## src/rtl/reversi_move_engine.sv

```systemverilog
// Reversi move engine.
// Keeps an NxN board of 2-bit cells. It checks a move by scanning the eight
// directions from the move square and counting the opponent discs that would
// be captured. In place mode it also flips each captured disc and then the
// move square, with one draw handshake per cell written.
//
// Ports
//   clk, reset          system clock, synchronous active-high reset
//   init                load the start position (accepted only in IDLE)
//   start               begin a move (accepted only in IDLE; init wins)
//   mode                0 = check only, 1 = place and flip
//   player              0 = black, 1 = white
//   mv_x, mv_y          move coordinate
//   busy                high in every state except IDLE
//   done                one-cycle pulse when a command completes
//   valid               result qualifier, held until the next start/init
//   flip_count          total captured discs for the last move
//   draw_req/draw_ack   draw handshake for each cell written
//   draw_x, draw_y      coordinate being drawn
//   draw_colour         3'b000 black, 3'b111 white
//   rd_x, rd_y, rd_cell combinational board read (00 empty, 01 black, 10 white)
//
// state  | meaning
// IDLE   | waiting for init or start
// INIT   | load the four centre discs
// CHECK  | range and occupancy check on the move square
// SCAN   | walk one direction outward, one cell per cycle
// FLIP   | write captured cells of one direction, one per handshake
// PLACE  | write the move square, one handshake
// FINISH | pulse done, then back to IDLE
module reversi_move_engine #(
   parameter int BOARD_N = 8,
   parameter int CW      = $clog2(BOARD_N),
   parameter int FCW     = $clog2(BOARD_N*BOARD_N)
) (
   input  logic           clk,
   input  logic           reset,
   input  logic           init,
   input  logic           start,
   input  logic           mode,
   input  logic           player,
   input  logic [CW-1:0]  mv_x,
   input  logic [CW-1:0]  mv_y,
   output logic           busy,
   output logic           done,
   output logic           valid,
   output logic [FCW-1:0] flip_count,
   output logic           draw_req,
   input  logic           draw_ack,
   output logic [CW-1:0]  draw_x,
   output logic [CW-1:0]  draw_y,
   output logic [2:0]     draw_colour,
   input  logic [CW-1:0]  rd_x,
   input  logic [CW-1:0]  rd_y,
   output logic [1:0]     rd_cell
);

   localparam logic [1:0]  CELL_EMPTY = 2'b00;
   localparam logic [1:0]  CELL_BLACK = 2'b01;
   localparam logic [1:0]  CELL_WHITE = 2'b10;
   localparam int          HALF       = BOARD_N / 2;
   localparam logic [CW:0] N_LIM      = (CW+1)'(BOARD_N);
   localparam logic [CW:0] STEP_POS   = (CW+1)'(1);
   localparam logic [CW:0] STEP_NEG   = '1;
   localparam logic [CW:0] STEP_NONE  = '0;

   typedef enum logic [2:0] {
      IDLE, INIT, CHECK, SCAN, FLIP, PLACE, FINISH
   } state_t;

   state_t           state_q, state_d;
   logic [CW-1:0]    mv_x_q, mv_x_d;
   logic [CW-1:0]    mv_y_q, mv_y_d;
   logic             mode_q, mode_d;
   logic             player_q, player_d;
   logic [2:0]       dir_q, dir_d;
   logic [CW:0]      pos_x_q, pos_x_d;
   logic [CW:0]      pos_y_q, pos_y_d;
   logic [FCW-1:0]   run_q, run_d;
   logic [FCW-1:0]   flip_count_q, flip_count_d;
   logic             valid_q, valid_d;
   logic [1:0]       board_q [BOARD_N][BOARD_N];
   logic [1:0]       board_d [BOARD_N][BOARD_N];

   // Positions carry one extra bit so stepping below 0 wraps to a value
   // >= BOARD_N and falls off the board through the same compare as the
   // upper edge.
   logic [CW:0]      step_x, step_y;
   logic [CW:0]      nx, ny;
   logic [CW:0]      mv_x_ext, mv_y_ext;
   logic             on_board;
   logic [1:0]       cell_n;
   logic [1:0]       own, opp;
   logic [FCW:0]     fc_sum;
   logic [FCW-1:0]   fc_sat;

   always_comb begin
      step_x = STEP_NONE;
      step_y = STEP_NONE;
      case (dir_q)
         3'd0: begin step_x = STEP_POS;  step_y = STEP_NONE; end // E
         3'd1: begin step_x = STEP_POS;  step_y = STEP_NEG;  end // NE
         3'd2: begin step_x = STEP_NONE; step_y = STEP_NEG;  end // N
         3'd3: begin step_x = STEP_NEG;  step_y = STEP_NEG;  end // NW
         3'd4: begin step_x = STEP_NEG;  step_y = STEP_NONE; end // W
         3'd5: begin step_x = STEP_NEG;  step_y = STEP_POS;  end // SW
         3'd6: begin step_x = STEP_NONE; step_y = STEP_POS;  end // S
         default: begin step_x = STEP_POS; step_y = STEP_POS; end // SE
      endcase
   end

   always_comb begin
      mv_x_ext = {1'b0, mv_x_q};
      mv_y_ext = {1'b0, mv_y_q};
      nx       = pos_x_q + step_x;
      ny       = pos_y_q + step_y;
      on_board = (nx < N_LIM) && (ny < N_LIM);
      cell_n   = CELL_EMPTY;
      if (on_board) begin
         cell_n = board_q[ny[CW-1:0]][nx[CW-1:0]];
      end
      own      = player_q ? CELL_WHITE : CELL_BLACK;
      opp      = player_q ? CELL_BLACK : CELL_WHITE;
      fc_sum   = {1'b0, flip_count_q} + {1'b0, run_q};
      fc_sat   = fc_sum[FCW] ? '1 : fc_sum[FCW-1:0];
   end

   logic             adv;
   logic [FCW-1:0]   fc_eff;

   always_comb begin
      state_d      = state_q;
      mv_x_d       = mv_x_q;
      mv_y_d       = mv_y_q;
      mode_d       = mode_q;
      player_d     = player_q;
      dir_d        = dir_q;
      pos_x_d      = pos_x_q;
      pos_y_d      = pos_y_q;
      run_d        = run_q;
      flip_count_d = flip_count_q;
      valid_d      = valid_q;
      board_d      = board_q;
      adv          = 1'b0;
      fc_eff       = flip_count_q;

      case (state_q)
         IDLE: begin
            if (init) begin
               flip_count_d = '0;
               valid_d      = 1'b0;
               state_d      = INIT;
            end else if (start) begin
               mv_x_d       = mv_x;
               mv_y_d       = mv_y;
               mode_d       = mode;
               player_d     = player;
               flip_count_d = '0;
               valid_d      = 1'b0;
               state_d      = CHECK;
            end
         end

         INIT: begin
            board_d                 = '{default: CELL_EMPTY};
            board_d[HALF-1][HALF-1] = CELL_WHITE;
            board_d[HALF][HALF]     = CELL_WHITE;
            board_d[HALF-1][HALF]   = CELL_BLACK;
            board_d[HALF][HALF-1]   = CELL_BLACK;
            valid_d                 = 1'b1;
            state_d                 = FINISH;
         end

         CHECK: begin
            if ((mv_x_ext >= N_LIM) || (mv_y_ext >= N_LIM) ||
                (board_q[mv_y_q][mv_x_q] != CELL_EMPTY)) begin
               valid_d = 1'b0;
               state_d = FINISH;
            end else begin
               dir_d   = 3'd0;
               pos_x_d = mv_x_ext;
               pos_y_d = mv_y_ext;
               run_d   = '0;
               state_d = SCAN;
            end
         end

         SCAN: begin
            if (on_board && (cell_n == opp)) begin
               run_d   = run_q + FCW'(1);
               pos_x_d = nx;
               pos_y_d = ny;
            end else if (on_board && (cell_n == own) && (run_q != '0)) begin
               flip_count_d = fc_sat;
               fc_eff       = fc_sat;
               if (mode_q) begin
                  // Flip from the cell next to the move outward; run_q
                  // counts the cells still to be written.
                  pos_x_d = mv_x_ext + step_x;
                  pos_y_d = mv_y_ext + step_y;
                  state_d = FLIP;
               end else begin
                  adv = 1'b1;
               end
            end else begin
               adv = 1'b1;
            end
         end

         FLIP: begin
            if (draw_ack) begin
               board_d[pos_y_q[CW-1:0]][pos_x_q[CW-1:0]] = own;
               if (run_q == FCW'(1)) begin
                  adv = 1'b1;
               end else begin
                  run_d   = run_q - FCW'(1);
                  pos_x_d = pos_x_q + step_x;
                  pos_y_d = pos_y_q + step_y;
               end
            end
         end

         PLACE: begin
            if (draw_ack) begin
               board_d[mv_y_q][mv_x_q] = own;
               state_d                 = FINISH;
            end
         end

         FINISH: begin
            state_d = IDLE;
         end

         default: begin
            state_d = IDLE;
         end
      endcase

      // Direction finished: restart from the move square on the next one,
      // or resolve the move after the last direction. fc_eff includes a
      // capture found in this same cycle.
      if (adv) begin
         run_d   = '0;
         pos_x_d = mv_x_ext;
         pos_y_d = mv_y_ext;
         if (dir_q == 3'd7) begin
            valid_d = (fc_eff != '0);
            state_d = ((fc_eff != '0) && mode_q) ? PLACE : FINISH;
         end else begin
            dir_d   = dir_q + 3'd1;
            state_d = SCAN;
         end
      end
   end

   always_ff @(posedge clk) begin
      if (reset) begin
         state_q      <= IDLE;
         mv_x_q       <= '0;
         mv_y_q       <= '0;
         mode_q       <= 1'b0;
         player_q     <= 1'b0;
         dir_q        <= '0;
         pos_x_q      <= '0;
         pos_y_q      <= '0;
         run_q        <= '0;
         flip_count_q <= '0;
         valid_q      <= 1'b0;
         board_q      <= '{default: CELL_EMPTY};
      end else begin
         state_q      <= state_d;
         mv_x_q       <= mv_x_d;
         mv_y_q       <= mv_y_d;
         mode_q       <= mode_d;
         player_q     <= player_d;
         dir_q        <= dir_d;
         pos_x_q      <= pos_x_d;
         pos_y_q      <= pos_y_d;
         run_q        <= run_d;
         flip_count_q <= flip_count_d;
         valid_q      <= valid_d;
         board_q      <= board_d;
      end
   end

   always_comb begin
      busy        = (state_q != IDLE);
      done        = (state_q == FINISH);
      valid       = valid_q;
      flip_count  = flip_count_q;
      draw_req    = (state_q == FLIP) || (state_q == PLACE);
      draw_x      = '0;
      draw_y      = '0;
      draw_colour = 3'b000;
      if (draw_req) begin
         draw_x      = pos_x_q[CW-1:0];
         draw_y      = pos_y_q[CW-1:0];
         draw_colour = {3{player_q}};
      end
   end

   always_comb begin
      rd_cell = CELL_EMPTY;
      if (({1'b0, rd_x} < N_LIM) && ({1'b0, rd_y} < N_LIM)) begin
         rd_cell = board_q[rd_y][rd_x];
      end
   end

endmodule

```

## config.mk

```make
export PLATFORM = sky130hd
export DESIGN_NAME = reversi_move_engine
export DESIGN_NICKNAME = d
export VERILOG_FILES = /design/src/rtl/reversi_move_engine.sv
export SDC_FILE = /design/constraint.sdc
export NUM_CORES = 1
export LEC_CHECK = 0
export CORE_MARGIN = 2
export CORE_UTILIZATION = 35
export CTS_CLUSTER_SIZE = 12
export DETAILED_ROUTE_END_ITERATION = 8
export PLACE_DENSITY_LB_ADDON = 0.15
export SYNTH_ARGS = -nofsm -noshare
export SYNTH_HDL_FRONTEND = slang
export SYNTH_SLANG_ARGS = --single-unit
```

## constraint.sdc

```tcl
create_clock -name clk -period 5.1 [get_ports clk]
set_input_delay 0.51 -clock clk [delete_from_list [all_inputs] [get_ports clk]]
set_output_delay 0.51 -clock clk [all_outputs]
set_load 0.01 [all_outputs]
```

==> results.cfg <==
[run_status]
status = complete, no violations

[cells_and_area]
multiInputGateArea_um2 = 7866
drive_gt1_share_pct = 13.62
stdcell_count = 1852
postLayoutCoreUtil_pct = 40.51
diodes = 0
syn2layout_area_growth_pct = 13.33
final_common_cell = nor2_1
nFillCells = 3289
seq_area_um2 = 3268
final_cell_mix = nor2_1 (200), dfxtp_1 (161), a22oi_1 (129), o21ai_0 (104), nand3_1 (96)
final_nets = 1449

[logic_synthesis]
synthDistinctLibCells = 79
yosysWarnings = 0
yosys.area.top_type_share_pct = 27.91
synthArstFlopShare_pct = 0
yosysSeqAreaShare_pct = 27.91
synthFlopType = dfxtp_1
synth_seq_cells = 163
synthTopCellsByArea = dfxtp_1 (28%), mux4_2 (11%), a22oi_1 (8.3%)
syn-cell-area_um2 = 11690
syn_area_per_cell_um2 = 8.273
syn_inst = 1413
synth_top_area_cell = dfxtp_1
synth-edff-count = 0
syn-num-nets = 1464

[sta]
worst_hold_slack_ns = 0.5089
tightest_slew_ns = 1.242
clock_skew_ns = 0.01275
finalSetupViolCount = 0
finalMaxSlewViolations = 0
period_minus_slack_ns = 4.865
max_freq_mhz = 205.5
slew_headroom_pct = 16.88
tns_ns = 0
period_share_pct = 95.40
hold_viol = 0

[floorplan]
io_pins = 40
dieArea_um2 = 34880
core_area_um2 = 32700
die_x_um = 186.8
initial_core_util_pct = 35.75
die_height_um = 186.8
rows = 66

[hold_path]
min_path_type = reg2reg

[worst_setup_path]
crit_path_max_fanout = 6
cp-end-kind = flop
crit_arrival_ns = 5.21
cp.required_ns = 5.44
criticalPathCategory = reg2reg
critPathLaunchType = flop

[power]
p_per_area_nw_per_um2 = 357.4
power.total_mw = 4.734
internal_power_mw = 2.742
p_seq_share_pct = 32.1
leakage_nw = 4.556
swShare_pct = 42.08
p_switching_mw = 1.992
p_comb_share_pct = 38.2
ir_worst_vdd_uv = 260.4
clkPwrFrac_pct = 29.7

[route]
dr.first_iter.drc_count = 1458
vias = 11670
met2_length_mm = 20.58
wl_met1_mm = 20.72
highest_layer = met4
avgViaCountPerCell = 6.302
drt-total-wl_mm = 47.04
first_pass_iters = 5
final_antenna_net_count = 0
routedWlPerCell_um = 25.40
drc = 0
wl_met3_mm = 4.238

[grt]
gr-usage-all-layers_pct = 26.57
grt_antenna_before_repair = 0
grt_pass1_vias = 10730
grt_max_degree = 96
overflow = 0
grt_first_pass_wirelength_mm = 70.70

[flow_run]
max_cap_viol_count = 0

[cts]
clockBufferDepth = 2
cts_root_buf = clkbuf_16
clk_pin_slew_ns = 0.07
cts_tree = yes
clock_latency_ns = 0.45
cts_inserted_buffers = 17
htreeDepth = 4
hold_buffers = 0
clock-sinks = 163

[placement]
place.port_buffers = 39
dp_hpwl_mm = 32.34
place_inst = 1819
gp_congestion = 0.9759
power groups by stage:
stage               clock, mW  sequential [mW]  combinational, mW
global placement            0             1.54               1.73
CTS                      1.43             1.51               1.75
finish                   1.40             1.52               1.81
floorplan                   0             1.39               1.29
global route             1.48             1.53               1.95
detailed placement          0             1.54               1.75
registers in the layout (all words and copies together) (netlist names):
register    cells
flip_count      6
state_q         3
dir_q           3
mode_q          1
pos_x_q         4
mv_y_q          3
mv_x_q          3
pos_y_q         4
run_q           6
valid           1
board_q       128
player_q        1
cell usage after synthesis (5+ instances only):
| cell | instances |
|---|---|
| clkbuf_1 | 103 |
| nand2_1 | 78 |
| a2111oi_0 | 6 |
| buf_1 | 12 |
| nand3_1 | 97 |
| a31oi_1 | 13 |
| xnor2_1 | 5 |
| and2_1 | 9 |
| a22oi_1 | 129 |
| nor3_1 | 22 |
| dfxtp_1 | 163 |
| a221oi_1 | 8 |
| fa_1 | 5 |
| or3_1 | 9 |
| a211oi_1 | 11 |
| a21oi_1 | 34 |
| o22ai_1 | 7 |
| a221o_1 | 7 |
| o311a_1 | 5 |
| or2_2 | 13 |
| o21ai_0 | 104 |
| nor2b_1 | 16 |
| ha_1 | 27 |
| a21o_1 | 5 |
| mux4_2 | 58 |
| mux4_1 | 5 |
| inv_1 | 34 |
| nand3b_1 | 7 |
| nand4_1 | 6 |
| and3_1 | 13 |
| buf_4 | 6 |
| o211ai_1 | 8 |
| buf_2 | 6 |
| nor2_1 | 201 |
| o31ai_1 | 65 |
| nor3b_1 | 9 |
| nand2b_1 | 8 |
| mux2i_1 | 26 |
cell families (layout without fill, tap and decap cells):
kind of cell / count (synthesis) / after routing / share of synthesized area (%)
buffers and inverters: 165 / 162 / 5.683
XOR/XNOR: 9 / 9 / 0.8349
flip-flops: 163 / 163 / 27.91
adder cells (fa/ha/maj): 32 / 32 / 3.746
multiplexers: 93 / 93 / 14.91
AND/OR/NAND/NOR: 499 / 499 / 19.94
AO/OA/AOI/OAI: 452 / 452 / 26.97
layer usage:
layer	track usage, %	vias up
li1	-	5332
met3	6.000	85
met2	39.26	570
met4	9.615	0
met5	0	-
met1	37.76	5685
metrics by stage:
stage,instance area (um^2),worst slack (ns)
after floorplan,11690,0.4431
after global placement,12540,0.2109
after detailed placement,12540,0.05490
after CTS,13160,0.005311
after global routing,13250,-0.003504
final,13250,0.2346
worst max-delay path, cell delays in order, from the launching register on:
cell       delay (ns)
dfxtp_1          0.38
inv_1            0.09
ha_1             0.22
o21ba_2          0.22
nor2_2           0.11
nand2_1          0.10
ha_1             0.21
inv_1            0.07
fa_2             0.31
xor2_4           0.27
mux4_1           0.59
mux4_2           0.50
a2111oi_4        0.39
a31o_4           0.19
nand3_2          0.12
o22ai_1          0.18
o21ai_2          0.08
buf_4            0.15
o21a_4           0.23
a221o_1          0.35
path summary, 6_finish.rpt:
path / to / depth (start not counted) / slack (ns) / from
hold reg to reg: dir_q[0]$_SDFF_PP0_ / 2 / 0.51 / dir_q[0]$_SDFF_PP0_
hold / removal: dir_q[0]$_SDFF_PP0_ / 2 / 0.51 / dir_q[0]$_SDFF_PP0_
setup / recovery: pos_y_q[1]$_SDFFE_PP0P_ / 19 / 0.23 / dir_q[0]$_SDFF_PP0_
setup reg to reg: pos_y_q[1]$_SDFFE_PP0P_ / 19 / 0.23 / dir_q[0]$_SDFF_PP0_
timing repair:
item                                    in CTS  in global routing
endpoints found under the setup margin       0                 21
setup buffers                                0                  2
resized for setup                            0                 15
final cells by class:
class	count	area share, %
Clock buffer	23	3.532
Clock inverter	8	1.143
Inverter	36	1.020
Multi-Input combinational cell	1085	59.38
Sequential cell	163	24.67
Tap cell	442	4.175
Timing Repair Buffer	95	6.082
Note: power is estimated with default switching activity, not from simulation.
